===== src/rtl/wb_stage.sv =====
// wb_stage: register-file write-back stage.
// Merges ALU results (single-cycle) and load results (variable latency) into
// one registered write per cycle. Up to two load results are held in a small
// FIFO. Values that are buffered or waiting on the output register are
// forwarded to operand fetch so reads of those registers see current data.

module wb_stage (
  input  logic        Clk,
  input  logic        Reset_n,
  input  logic        AluValid,
  input  logic [4:0]  AluRd,
  input  logic [31:0] AluData,
  output logic        AluReady,
  input  logic        LdValid,
  input  logic [4:0]  LdRd,
  input  logic [31:0] LdData,
  output logic        LdReady,
  output logic [4:0]  RD,
  output logic [31:0] WData,
  output logic        RegWr,
  input  logic [4:0]  QRs1,
  input  logic [4:0]  QRs2,
  output logic        FwdHit1,
  output logic        FwdHit2,
  output logic [31:0] FwdData1,
  output logic [31:0] FwdData2,
  output logic        Idle
);

  typedef struct packed {
    logic        hit;
    logic [31:0] data;
  } fwd_t;

  // Load FIFO storage and bookkeeping
  logic [4:0]  fifo_rd   [2];
  logic [31:0] fifo_data [2];
  logic        head;
  logic        tail;
  logic [1:0]  count;

  // Derived FIFO views
  logic        head_valid;
  logic        second_valid;
  logic        young_idx;
  logic        conflict;

  // Arbitration results
  logic        push;
  logic        pop;
  logic        sel_any;
  logic [4:0]  sel_rd;
  logic [31:0] sel_data;

  fwd_t        fwd1;
  fwd_t        fwd2;

  assign head_valid   = (count != 2'd0);
  assign second_valid = (count == 2'd2);
  // The youngest entry sits just behind the tail: the head when only one
  // entry is held, the other slot when both are held.
  assign young_idx    = second_valid ? ~head : head;

  // WAW guard: an ALU result must not overtake a buffered load to the same reg
  assign conflict = (AluRd != 5'd0) &&
                    ((head_valid   && (fifo_rd[head]  == AluRd)) ||
                     (second_valid && (fifo_rd[~head] == AluRd)));

  assign LdReady  = (count != 2'd2);
  assign AluReady = (count != 2'd2) && !conflict;
  assign push     = LdValid && LdReady && (LdRd != 5'd0);

  // Pick the source for this cycle's write: full FIFO first, then ALU, then FIFO
  always_comb begin
    // NOTE: every output of a combinational block gets a default first so no
    // path leaves it unassigned, which would otherwise infer a latch.
    pop      = 1'b0;
    sel_any  = 1'b0;
    sel_rd   = 5'd0;
    sel_data = 32'd0;
    if (count == 2'd2) begin
      pop      = 1'b1;
      sel_any  = 1'b1;
      sel_rd   = fifo_rd[head];
      sel_data = fifo_data[head];
    end else if (AluValid && !conflict) begin
      sel_any  = 1'b1;
      sel_rd   = AluRd;
      sel_data = AluData;
    end else if (count != 2'd0) begin
      pop      = 1'b1;
      sel_any  = 1'b1;
      sel_rd   = fifo_rd[head];
      sel_data = fifo_data[head];
    end
  end

  // FIFO pointers and occupancy
  always_ff @(posedge Clk or negedge Reset_n) begin
    // NOTE: state is updated with non-blocking assignments so every register
    // samples the pre-edge values, independent of statement order.
    if (!Reset_n) begin
      head  <= 1'b0;
      tail  <= 1'b0;
      count <= 2'd0;
    end else begin
      if (push) tail <= ~tail;
      if (pop)  head <= ~head;
      case ({push, pop})
        2'b10:   count <= count + 2'd1;
        2'b01:   count <= count - 2'd1;
        default: count <= count;
      endcase
    end
  end

  // FIFO payload write
  always_ff @(posedge Clk) begin
    // NOTE: the payload array is deliberately not reset; every reader is gated
    // by count, so stale contents are never observed.
    if (push) begin
      fifo_rd[tail]   <= LdRd;
      fifo_data[tail] <= LdData;
    end
  end

  // Registered write port towards the register file
  always_ff @(posedge Clk or negedge Reset_n) begin
    if (!Reset_n) begin
      RD    <= 5'd0;
      WData <= 32'd0;
      RegWr <= 1'b0;
    end else if (sel_any) begin
      RD    <= sel_rd;
      WData <= sel_data;
      RegWr <= (sel_rd != 5'd0);
    end else begin
      RegWr <= 1'b0;
    end
  end

  // Youngest FIFO entry, then older FIFO entry, then the output register
  function automatic fwd_t lookup(
    input logic [4:0]  q,
    input logic        y_valid,
    input logic [4:0]  y_rd,
    input logic [31:0] y_data,
    input logic        o_valid,
    input logic [4:0]  o_rd,
    input logic [31:0] o_data,
    input logic        w_valid,
    input logic [4:0]  w_rd,
    input logic [31:0] w_data
  );
    fwd_t r;
    r = '0;
    if (q != 5'd0) begin
      if (y_valid && (y_rd == q))      r = '{hit: 1'b1, data: y_data};
      else if (o_valid && (o_rd == q)) r = '{hit: 1'b1, data: o_data};
      else if (w_valid && (w_rd == q)) r = '{hit: 1'b1, data: w_data};
    end
    return r;
  endfunction

  // Forwarding lookups, one per operand-fetch query port
  always_comb begin
    fwd1 = lookup(QRs1, head_valid, fifo_rd[young_idx], fifo_data[young_idx],
                  second_valid, fifo_rd[head], fifo_data[head],
                  RegWr, RD, WData);
    fwd2 = lookup(QRs2, head_valid, fifo_rd[young_idx], fifo_data[young_idx],
                  second_valid, fifo_rd[head], fifo_data[head],
                  RegWr, RD, WData);
  end

  assign FwdHit1  = fwd1.hit;
  assign FwdData1 = fwd1.data;
  assign FwdHit2  = fwd2.hit;
  assign FwdData2 = fwd2.data;
  assign Idle     = (count == 2'd0) && !RegWr;

endmodule


===== config.mk =====
export PLATFORM = sky130hd
export DESIGN_NAME = wb_stage
export DESIGN_NICKNAME = d
export VERILOG_FILES = /design/src/rtl/wb_stage.sv
export SDC_FILE = /design/constraint.sdc
export NUM_CORES = 1
export LEC_CHECK = 0
export ABC_CLOCK_PERIOD_IN_PS = 4120
export BUFFER_PORTS_ARGS = -buffer_cell sky130_fd_sc_hd__buf_2
export CAP_MARGIN = 20
export CORE_UTILIZATION = 45
export CTS_BUF_LIST = sky130_fd_sc_hd__clkbuf_4 sky130_fd_sc_hd__clkbuf_8 sky130_fd_sc_hd__clkbuf_16
export DETAILED_ROUTE_END_ITERATION = 8
export PLACE_DENSITY = 0.7
export SYNTH_ARGS = -nofsm -noshare
export SYNTH_HDL_FRONTEND = slang
export SYNTH_SLANG_ARGS = --single-unit

===== constraint.sdc =====
create_clock -name Clk -period 4.12 [get_ports Clk]
set_clock_uncertainty 0.05 [all_clocks]
set_input_delay 0.412 -clock Clk [delete_from_list [all_inputs] [get_ports Clk]]
set_output_delay 0.412 -clock Clk [all_outputs]
set_load 0.01 [all_outputs]

* Word-level counts from Yosys, hierarchy flattened
Memories as Yosys holds them, arrays and structs flattened. Index checks and enable logic that the tools add are counted.
Word-level totals: RAM bits 74, input bits 88, output and inout bits 107, memories kept 2, latch bits 0, memory bits (read-only) 0, logic and storage cells 73, register bits after elaboration 42
Memory list:
- fifo_data | words 2, width 32, rd ports 2, clocked after Yosys merged registers in 0, write ports 1, line 37 | logic [31:0] fifo_data [2];
- fifo_rd | words 2, width 5, rd ports 3, clocked after Yosys merged registers in 0, write ports 1, line 36 | logic [4:0] fifo_rd [2];
Operators by class: $mul 0, mux-type cells 24, bitwise logic cells 2, divide/modulo/power cells 0, eq/ne operators 12, shift operators 0, add/sub/neg operators 2, reductions and logical operators 25, $lt $le $gt $ge 0
Operators by type and width (count):
- 33-bit 2-to-1 mux | 8
- 32-bit 2-to-1 mux | 3
- 5-bit equality test | 8
- 5-bit nonzero test | 5
- 5-bit 2-to-1 mux | 3
- 1-bit logical AND | 14
- 1-bit 2-to-1 mux | 9
- 2-bit equality test (second input constant) | 2
- 2-bit case mux with 2 select lines | 1
- 2-bit nonzero test | 2
- 2-bit by 1-bit adder with 2-bit output (second input constant) | 1
- 2-bit by 1-bit equality test with 1-bit output (second input constant) | 1
- 1-bit zero test | 2
- 2-bit zero test | 1
- 2-bit != test (second input constant) | 1
- 1-bit NOT | 2
- 2-bit by 1-bit subtractor with 2-bit output (second input constant) | 1
- 1-bit logical OR | 1

* Depth between registers and ports, before layout
Gate-level depths: netlist of run 1. An unclocked memory read counts as a cell.
word-level depth 12, mapped depth 14, depth with buffers taken out 10

* Worst setup path before layout of run 1
OpenSTA, ideal clock, no wires.
path kind register to register, start register count[0], end memory fifo_data[0][0], enable pin, slack 0.725 ns, cell stages (with the launch flop) 8, data required time 3.639 ns, library setup time 0.431 ns, clock period less this slack 3.395 ns, data arrival time 2.914 ns, cells stage by stage dfrtp_1 -> clkbuf_1 -> nor2b_1 -> buf_4 -> inv_1 -> clkbuf_1 -> o211ai_1 -> nor2_1
On the way: word-level cells in the longest chain between the ends 5
Ends and longest elaborated chain:
- start: declaration | line 40 | logic [1:0] count;
- start signal: assignment | line 110 | 2'b10: count <= count + 2'd1;
- start signal: assignment | line 111 | 2'b01: count <= count - 2'd1;
- start signal: assignment | line 112 | default: count <= count;
- 2-bit != test | line 69 | assign LdReady = (count != 2'd2);
- 1-bit logical AND (2 in a row) | line 71 | assign push = LdValid && LdReady && (LdRd != 5'd0);
- 1-bit 2-to-1 mux | line 121 | if (push) begin
- 1-bit 2-to-1 mux (implied by the code) | line 123 | fifo_data[tail] <= LdData;
- end: declaration | line 37
No other way between the ends.

* Worst setup path in the final report of run 1
start register count[1], end output FwdData1[19]
On the way: word-level cells in the longest chain between the ends 7, elaborated cells on any way between the ends 11
Ends and longest elaborated chain:
- 2-bit equality test | line 59 | assign second_valid = (count == 2'd2);
- 1-bit 2-to-1 mux | line 62 | assign young_idx = second_valid ? ~head : head;
- memory read 2 x 5 bit
- 5-bit equality test | line 158 | if (y_valid && (y_rd == q)) r = '{hit: 1'b1, data: y_data};
- 1-bit logical AND | line 158
- 33-bit 2-to-1 mux (*) | line 158
- 33-bit 2-to-1 mux (*) | line 157 | if (q != 5'd0) begin
- end: declaration | line 25 | output logic [31:0] FwdData1,
Every way passes the cells marked *; elsewhere a longest branch is shown, timed or not.

==> results of run 1 <==
worst max path at each step:
stage / from / end / slack [ns] / cells after the start
4_1_cts: head / FwdData1[22] / 0.22 / 10
3_5_place_dp: count[1] / FwdData1[22] / 0.38 / 10
6_report: count[1] / FwdData1[19] / 0.21 / 10
3_3_place_gp: count[1] / FwdData1[22] / 0.45 / 10
2_1_floorplan: count[0] / fifo_data[0][0] / 0.72 / 7
5_1_grt: count[1] / FwdData1[5] / 0.006 / 10
cells by family (layout without fill, tap and decap cells):
logic type | after synthesis | in the layout | share of synthesized area (%)
AOI/OAI and AO/OA | 205 | 205 | 20.86
xor gates and xnor gates | 46 | 46 | 5.557
DFF | 116 | 116 | 43.14
muxes | 83 | 83 | 11.07
buffers and inverters | 82 | 257 | 5.162
adders and majority gates | 1 | 1 | 0.1649
and+or+nand+nor | 247 | 247 | 14.05
stage by stage:
step	utilization [%]	hold WS, ns
2_1_floorplan	-	0.06641
3_3_place_gp	52.63	0.4851
3_5_place_dp	52.63	0.4896
4_1_cts	56.15	0.05888
5_1_grt	56.20	0.07962
6_report	56.20	0.03661
what timing repair did:
| action | CTS | global route |
|---|---|---|
| gates resized for setup | 0 | 2 |
| pin swaps | 1 | 0 |
| setup endpoints to repair | 9 | 6 |
| setup buffers | 2 | 0 |
| endpoints found under the hold margin | 0 | 0 |
worst max-delay path: cells and delay by family (launching register included):
| family | cells | cell delay, ns |
|---|---|---|
| buf+inv | 2 | 0.51 |
| simple gates | 4 | 0.89 |
| flops | 1 | 0.46 |
| mux | 2 | 0.73 |
| xor+xnor | 2 | 0.42 |
power breakdown:
group | internal [uW] | total (uW) | switching, uW | leakage [uW]
Combinational | 1500 | 3670 | 2170 | 0.00252
Clock | 909 | 1410 | 502 | 0.000292
Sequential | 1670 | 2010 | 345 | 0.00118
Total | 4080 | 7090 | 3020 | 0.00399
layer usage:
layer	up-vias	track usage, %	wire, um
li1	3305	-	-
met1	3476	36.00	10070
met2	398	44.71	11110
met3	46	5.844	1988
met4	0	11.69	564
met5	-	0	0
final cells by class:
| cell class | count | area (sq um) |
|---|---|---|
| fillers | 1447 | 7238 |
| multi-input cells | 582 | 3979 |
| flip-flops and latches | 116 | 3276 |
| repair buffers | 218 | 1164 |
| clock buffers | 26 | 511.7 |
| well taps | 220 | 275.3 |
| clock inverters | 6 | 55.05 |
| inverters | 7 | 26.28 |
placed cells by master, fill, tap and decap left out, types with 3 or more instances in the layout:
cell type  count
a211o_1       32
a211oi_1      64
a21oi_1       32
a311oi_1      63
and3_2         3
buf_2        194
buf_4         23
clkbuf_16     17
clkbuf_4       6
clkbuf_8       3
clkinv_2       5
dfrtp_1       40
edfxtp_1      74
inv_1          7
mux2_2         4
mux2i_1       76
mux2i_2        3
nand2_1        7
nand3_2        3
nand4_1        7
nor2_1       172
nor2_4         4
nor3_1        35
nor4_1         4
or4_1          5
xnor2_1       24
xor2_1        21
registers in the layout, summed over array words and instances (netlist names):
register and flops:
RegWr 1, fifo_data 64, fifo_rd 10, WData 32, count 2, head 1, tail 1, RD 5
==> flow_summary.yaml, run 1 <==
run_status:
  outcome: "finished clean"
synthesis:
  syn_nets: 869
  ys_seq_area_share_pct: 43.14
  syn-cell-area_sq_mm: 0.007587
  synthArstFlopShare_pct: 36.21
  yosysTopAreaCell: "edfxtp_1"
  synthTopCellsByArea: "edfxtp_1, dfrtp_1, mux2i_1, nor2_1, a311oi_1"
  synth_edf_count: 74
  synth_flop_cell: "edfxtp_1"
  synth_top_area_share_pct: 29.29
  ys_top_cells_by_count: "nor2_1, mux2i_1, edfxtp_1"
  yosysUniqueCellTypes: 44
  synth_most_common_cell: "nor2_1"
  ys_ff_latch: 116
  yosys_warnings: 0
  synth_area_per_cell_sq_um: 9.727
  syn_inst: 780
sta:
  max_slew_margin_pct: 29.95
  hold_viol_final: 0
  rsz0062_at_grt: "no"
  worst_slew_pin_slew_ns: 1.048
  setup_ws_ns: 0.2140
  fin_crit_ns: 3.906
  finalMaxSlewViolations: 0
  setup_viol: 0
  finalCritPeriodShare_pct: 94.81
  fmax_mhz: 256.0
  final.setup.tns_ns: 0
setup_path:
  startpoint_type: "register"
  ff2ff_setup_slack_ns: 0.59
  reg2reg_from: "head"
  path_cells: "nor2b_1 > xnor2_4 > mux2i_1 > xor2_1 > nand4_1 > nor3_4 > buf_4 > mux2_2 > nor2_1 > buf_2"
  crit_path_max_incr_delay_ns: 0.46
  worstRegToRegCells: 10
  crit_required_ns: 3.66
  crit_type: "reg -> out"
  reg2reg_to: "RegWr"
  endpoint_kind: "output port"
  cp_max_fo: 30
  cp.arrival_ns: 3.44
  cpMaxStageDelayCell: "dfrtp_1"
min_path:
  hold_path_class: "in -> async"
global_routing:
  grt_pass1_wl_mm: 37.29
  gr-total-overflow: 0
  first_global_vias: 6987
  grt_antenna_before_repair: 0
  grt_use_total_pct: 27.68
  grt_max_degree: 46
placement:
  placed_area_sq_mm: 0.008697
  hpwl_mm: 15.41
  gp_congestion: 0.9383
  place_inst: 1141
  pre_cts_slack_ns: 0.3811
  numPortBuffers: 194
cells_and_area:
  fin_nets: 1031
  n_antenna_cell: 0
  drive_gt1_share_pct: 28.90
  area_delta_synth_final_pct: 22.39
  fin_cells: 1175
  stdcell_area_sq_mm: 0.009286
job:
  maxCapViolations: 0
route:
  viasPerCell: 6.149
  wl_mm: 23.73
  drc: 0
  drt_iter0_drc: 640
  wl_per_cell_um: 20.19
  dr.pass1.iters: 7
  vias: 7225
  ant_nets: 0
cts:
  clock_sinks: 116
  cts_buffer_depth: 2
  clock_latency_ns: 0.42
  ctsRootBufferMaster: "clkbuf_16"
  path_clk_slew_ns: 0.05
  cts_hold_buf: 0
  cts_buffers: 17
  cts_tree: "built"
  cts_max_level: 4
floorplanning:
  die_h_um: 131.9
  die_w_um: 131.9
  core_sq_mm: 0.01652
  dieArea_sq_mm: 0.01738
  start_util_pct: 45.92
  rows: 47
  pin_count: 195
power_and_ir_drop:
  vdd_drop_max_mv: 0.3599
  totalPowerFinal_uw: 7094
  leakagePower_uw: 0.003991
  p_per_area_mw_per_mm2: 763.9
Note: power is estimated with default switching activity, not from simulation.
==> run 2: changes to the inputs <==
--- a/config.mk
+++ b/config.mk
@@ -11,7 +11,8 @@
 export CORE_UTILIZATION = 45
 export CTS_BUF_LIST = sky130_fd_sc_hd__clkbuf_4 sky130_fd_sc_hd__clkbuf_8 sky130_fd_sc_hd__clkbuf_16
 export DETAILED_ROUTE_END_ITERATION = 8
-export PLACE_DENSITY = 0.7
+export MAX_ROUTING_LAYER = met4
+export PLACE_DENSITY = 0.81
 export SYNTH_ARGS = -nofsm -noshare
 export SYNTH_HDL_FRONTEND = slang
 export SYNTH_SLANG_ARGS = --single-unit
==> run 2 against run 1 <==
Compared with the run above:
- non-clock buffer count increased by 4
- critical path type unchanged
- fmax decreased by 1.2%
- combinational power rose by 1%
- largest cell class unchanged
- clock-buffer cell count is 2 higher
- largest power group unchanged
==> flow_summary.yaml, run 2 (same netlist as run 1, synthesis figures left out) <==
run_status:
  outcome: "finished clean"
route:
  wl_mm: 23.76
  wl_per_cell_um: 20.14
  viasPerCell: 6.208
  vias: 7326
  drt_iter0_drc: 721
  drc: 0
  dr.pass1.iters: 5
  ant_nets: 0
sta:
  worst_slew_pin_slew_ns: 1.006
  finalMaxSlewViolations: 0
  setup_viol: 0
  final.setup.tns_ns: 0
  hold_viol_final: 0
  max_slew_margin_pct: 32.80
  rsz0062_at_grt: "no"
  fmax_mhz: 252.9
  finalCritPeriodShare_pct: 95.99
  fin_crit_ns: 3.955
floorplanning:
  die_h_um: 131.9
  pin_count: 195
  dieArea_sq_mm: 0.01738
  die_w_um: 131.9
  rows: 47
  core_sq_mm: 0.01652
  start_util_pct: 45.92
setup_path:
  startpoint: "head"
  crit_type: "reg -> out"
  ff2ff_setup_slack_ns: 0.67
  endpoint_kind: "output port"
  startpoint_type: "register"
  cp_max_fo: 51
  worstRegToRegCells: 11
  cp.arrival_ns: 3.49
  reg2reg_from: "head"
  crit_required_ns: 3.66
power_and_ir_drop:
  vdd_drop_max_mv: 0.3577
  leakagePower_uw: 0.004023
  totalPowerFinal_uw: 7118
  p_per_area_mw_per_mm2: 760.7
cells_and_area:
  drive_gt1_share_pct: 28.88
  fill_cells: 1423
  area_delta_synth_final_pct: 23.32
  layout_commonest_cell: "buf_2"
  fin_nets: 1035
  largest_reg_flops: 64
  top_register: "fifo_data"
  top_regs: "fifo_data x64, WData x32, fifo_rd x10"
  layout_common_cells: "buf_2, nor2_1, mux2i_1"
global_routing:
  grt_use_total_pct: 28.96
  grtUsageMet3_pct: 5.575
  grt_max_degree: 52
  grt_antenna_before_repair: 1
  first_global_vias: 6970
  grt_pass1_wl_mm: 37.67
  grt_use_met1_pct: 35.63
  grt.busiest_layer: "met2"
  gr-total-overflow: 0
  use_met2_pct: 46.30
cts:
  path_clk_slew_ns: 0.05
  cts_hold_buf: 0
  cts_max_level: 4
  cts_buffers: 17
  clock_sinks: 116
  clock_latency_ns: 0.43
  cts_buffer_depth: 2
  ctsRootBufferMaster: "clkbuf_16"
  cts_tree: "built"
placement:
  gp_congestion: 0.9384
  hpwl_mm: 15.51
  numPortBuffers: 194
min_path:
  hold_path_class: "in -> async"
job:
  maxCapViolations: 0
run 2: changes by cell type in the layout (fill, tap and decap cells not counted):
| cell | previous run | this run |
|---|---|---|
| mux2i_1 | 76 | 78 |
| buf_12 | 1 | 4 |
| diode_2 | 0 | 1 |
| clkinv_2 | 5 | 3 |
| buf_4 | 23 | 22 |
| buf_6 | 0 | 2 |
| mux2i_2 | 3 | 1 |
| clkinvlp_4 | 0 | 1 |
| clkbuf_4 | 6 | 5 |
| bufinv_16 | 1 | 0 |
| and3_1 | 0 | 1 |
| and3_2 | 3 | 2 |
| clkbuf_8 | 3 | 6 |
run 2: final timing paths:
check / end
worst max register to register: count[1]
max in group asynchronous: count[0]
worst max-delay path: FwdData2[15]
worst min-delay path: WData[28]
worst min register to register: tail
min in group Clk: fifo_data[1][21]
run 2: area by class of cell:
cell class,count,area [sq um],share of cell area [%]
Timing Repair Buffer,222,1239,13.24
Clock buffer,28,545.5,5.830
Tap cell,220,275.3,2.942
Inverter,7,26.28,0.2808
Multi-Input combinational cell,582,3970,42.43
Clock inverter,4,22.52,0.2407
Sequential cell,116,3276,35.01
Antenna cell,1,2.502,0.02675
run 2: per-layer routing:
| metal | routed length (um) | vias up |
|---|---|---|
| met5 | 0 | - |
| li1 | - | 3318 |
| met3 | 2099 | 52 |
| met4 | 562 | 0 |
| met2 | 11420 | 432 |
| met1 | 9684 | 3524 |
run 2: repair_timing:
item | 4_1_cts | 5_1_grt
pin swaps | 1 | 1
endpoints found under the setup margin | 29 | 52
buffers inserted | 2 | 2
resized for setup | 1 | 1
run 2: power breakdown:
| part | internal (uW) | switching, uW | leakage, uW | total (uW) |
|---|---|---|---|---|
| combinational | 1530 | 2180 | 0.00256 | 3710 |
| sequential | 1670 | 339 | 0.00118 | 2010 |
| clock | 893 | 506 | 0.000288 | 1400 |
run 2: worst max-delay path, cell delays in order, from the launching register on:
cell      delay (ns)
dfrtp_2         0.40
buf_4           0.30
buf_6           0.42
mux2_2          0.45
xnor2_1         0.16
nand3_2         0.10
buf_4           0.49
a311oi_1        0.18
a211oi_1        0.36
buf_2           0.20
run 2: stage by stage:
step,cells,instance area [sq um],utilization (%),hold WS (ns),worst slack [ns]
floorplan,780,7587,-,0.06641,0.7248
global placement,1143,8736,52.87,0.4820,0.3658
detailed placement,1143,8736,52.87,0.4886,0.3068
CTS,1177,9335,56.49,0.04677,0.08536
global route,1180,9356,56.62,0.05596,0.01358
finish,1180,9356,56.62,0.02382,0.1652
==> run 3: changes to the inputs <==
--- a/config.mk
+++ b/config.mk
@@ -11,6 +11,7 @@
 export CORE_UTILIZATION = 45
 export CTS_BUF_LIST = sky130_fd_sc_hd__clkbuf_4 sky130_fd_sc_hd__clkbuf_8 sky130_fd_sc_hd__clkbuf_16
 export DETAILED_ROUTE_END_ITERATION = 8
+export GPL_TIMING_DRIVEN = 0
 export MAX_ROUTING_LAYER = met4
 export PLACE_DENSITY = 0.81
 export SYNTH_ARGS = -nofsm -noshare
==> constraint.sdc (replaced) <==
create_clock -name Clk -period 4.12 [get_ports Clk]
set_clock_uncertainty 0.05 [all_clocks]
set_input_delay 0.412 -clock Clk [delete_from_list [all_inputs] [get_ports Clk]]
set_output_delay 0.412 -clock Clk [all_outputs]
set_load 0.1 [all_outputs]
==> run 3 against run 2 <==
Compared with the run above:
- critical path depth up 4
- final area up 8.9%
- register-to-register slack better by 0.21 ns
- critical endpoint is now FwdData2[24]
- final cell count up 4.6%
- die area unchanged
- fmax down 2.8%
- global-route usage up 2.6 points
- hold slack better by 0.093 ns
- via count up 6.5%
- non-clock buffer count up 54
==> flow_summary.yaml, run 3 (same netlist as run 1, synthesis figures left out) <==
route:
  drc: 0
  drt_iter0_drc: 890
  ant_nets: 0
  viasPerCell: 6.323
  wl_mm: 26.61
  wl_per_cell_um: 21.56
  dr.pass1.iters: 5
  vias: 7802
global_routing:
  gr-total-overflow: 0
  first_global_vias: 7481
  grt_use_total_pct: 31.60
  grt_pass1_wl_mm: 40.91
  grt_antenna_before_repair: 1
  grt_max_degree: 43
placement:
  hpwl_mm: 18.42
  pre_cts_slack_ns: -0.1301
  gp_congestion: 0.8836
  numPortBuffers: 194
  placed_area_sq_mm: 0.009219
min_path:
  hold_path_class: "in -> reg"
floorplanning:
  rows: 47
  dieArea_sq_mm: 0.01738
  start_util_pct: 45.92
  die_h_um: 131.9
  pin_count: 195
  die_w_um: 131.9
  core_sq_mm: 0.01652
cts:
  cts_max_level: 4
  cts_tree: "built"
  cts_buffer_depth: 2
  clock_sinks: 116
  path_clk_slew_ns: 0.06
  clock_latency_ns: 0.43
  ctsRootBufferMaster: "clkbuf_16"
  cts_buffers: 17
setup_path:
  cp_max_fo: 10
  startpoint_type: "register"
  endpoint_kind: "output port"
  crit_type: "reg -> out"
  cp.arrival_ns: 3.61
  crit_required_ns: 3.66
sta:
  hold_viol_final: 0
  max_slew_margin_pct: 38.46
  worst_slew_pin_slew_ns: 0.9232
  setup_viol: 0
  finalCritPeriodShare_pct: 98.74
  finalMaxSlewViolations: 0
  fin_crit_ns: 4.068
  setup_ws_ns: 0.05187
  fmax_mhz: 245.8
run_status:
  outcome: "finished clean"
cells_and_area:
  layout_commonest_cell: "nor2_1"
  fin_nets: 1089
  register_area_sq_mm: 0.003273
  area_delta_synth_final_pct: 34.28
  drive_gt1_share_pct: 35.44
  top_regs: "fifo_data x64, WData x32, fifo_rd x10"
  multiInputGateArea_sq_mm: 0.004314
  largest_reg_flops: 64
  layout_common_cells: "nor2_1, buf_2, edfxtp_1"
  stdcell_area_sq_mm: 0.01019
  top_register: "fifo_data"
  fill_cells: 1368
job:
  maxCapViolations: 0
## run 3: cell count changes in the layout (fill, tap and decap cells not counted), moves of 5 or more
cell,before,now
a211oi_1,64,1
a211oi_2,0,63
buf_2,194,145
clkbuf_1,0,29
buf_4,22,50
buf_6,2,24
clkbuf_2,0,14
mux2i_1,78,70
clkbuf_4,5,10
mux2i_2,1,6
## run 3: layout make-up
| class | count | share of cell area, % |
|---|---|---|
| Timing Repair Buffer | 202 | 12.97 |
| Clock inverter | 5 | 0.4667 |
| Buffer | 74 | 3.832 |
| Antenna cell | 1 | 0.02456 |
| Multi-Input combinational cell | 582 | 42.34 |
| Inverter | 7 | 0.2579 |
| Tap cell | 220 | 2.702 |
| Clock buffer | 27 | 5.281 |
| Sequential cell | 116 | 32.13 |
## run 3: critical path, cell delays in order, from the launching register on
cell      delay, ns
dfrtp_1        0.46
nor2b_1        0.17
buf_4          0.19
xnor2_4        0.24
buf_4          0.17
mux2i_2        0.28
xor2_1         0.20
nand4_1        0.15
nor3_2         0.22
buf_6          0.20
buf_4          0.21
a311oi_1       0.07
a211oi_2       0.29
buf_4          0.34
## run 3: timing repair
item / in CTS / in global routing
pin swaps: 2 / 4
resized for setup: 75 / 43
hold endpoints to repair: 0 / 16
hold buffers: 0 / 1
endpoints found under the setup margin: 66 / 65
buffers inserted: 2 / 2
## run 3: final timing paths
path / startpoint / endpoint / slack, ns / cells after the start
worst max-delay path: count[1] / FwdData2[24] / 0.05 / 13
worst min-delay path: LdData[22] / fifo_data[0][22] / 0.12 / 1
min in group asynchronous: Reset_n / WData[25] / 0.42 / 2
worst min register to register: tail / tail / 0.52 / 1
max in group asynchronous: Reset_n / WData[3] / 3.09 / 3
worst max register to register: head / count[1] / 0.88 / 13
## run 3: per-stage QoR
| stage | hold slack [ns] | instances | utilization, % | TNS [ns] |
|---|---|---|---|---|
| after global placement | 0.4315 | 1194 | 55.36 | -68.24 |
| after global routing | 0.1123 | 1234 | 61.66 | -3.128 |
| after floorplan | 0.06641 | 780 | - | 0 |
| final | 0.1169 | 1234 | 61.66 | 0 |
| after detailed placement | 0.5151 | 1196 | 55.79 | -2.849 |
| after CTS | 0.1085 | 1229 | 60.54 | 0 |
## run 3: layer usage
| layer | share of wire [%] | up-vias | global-route usage (%) |
|---|---|---|---|
| li1 | - | 3430 | - |
| met1 | 39 | 3733 | 39.25 |
| met2 | 47 | 561 | 48.74 |
| met3 | 11 | 78 | 7.382 |
| met4 | 3.4 | 0 | 14.79 |
| met5 | 0 | - | - |
Power of run 3 is not shown: default switching activity piles up to over one toggle a cycle in this logic, so the estimate is an artifact.
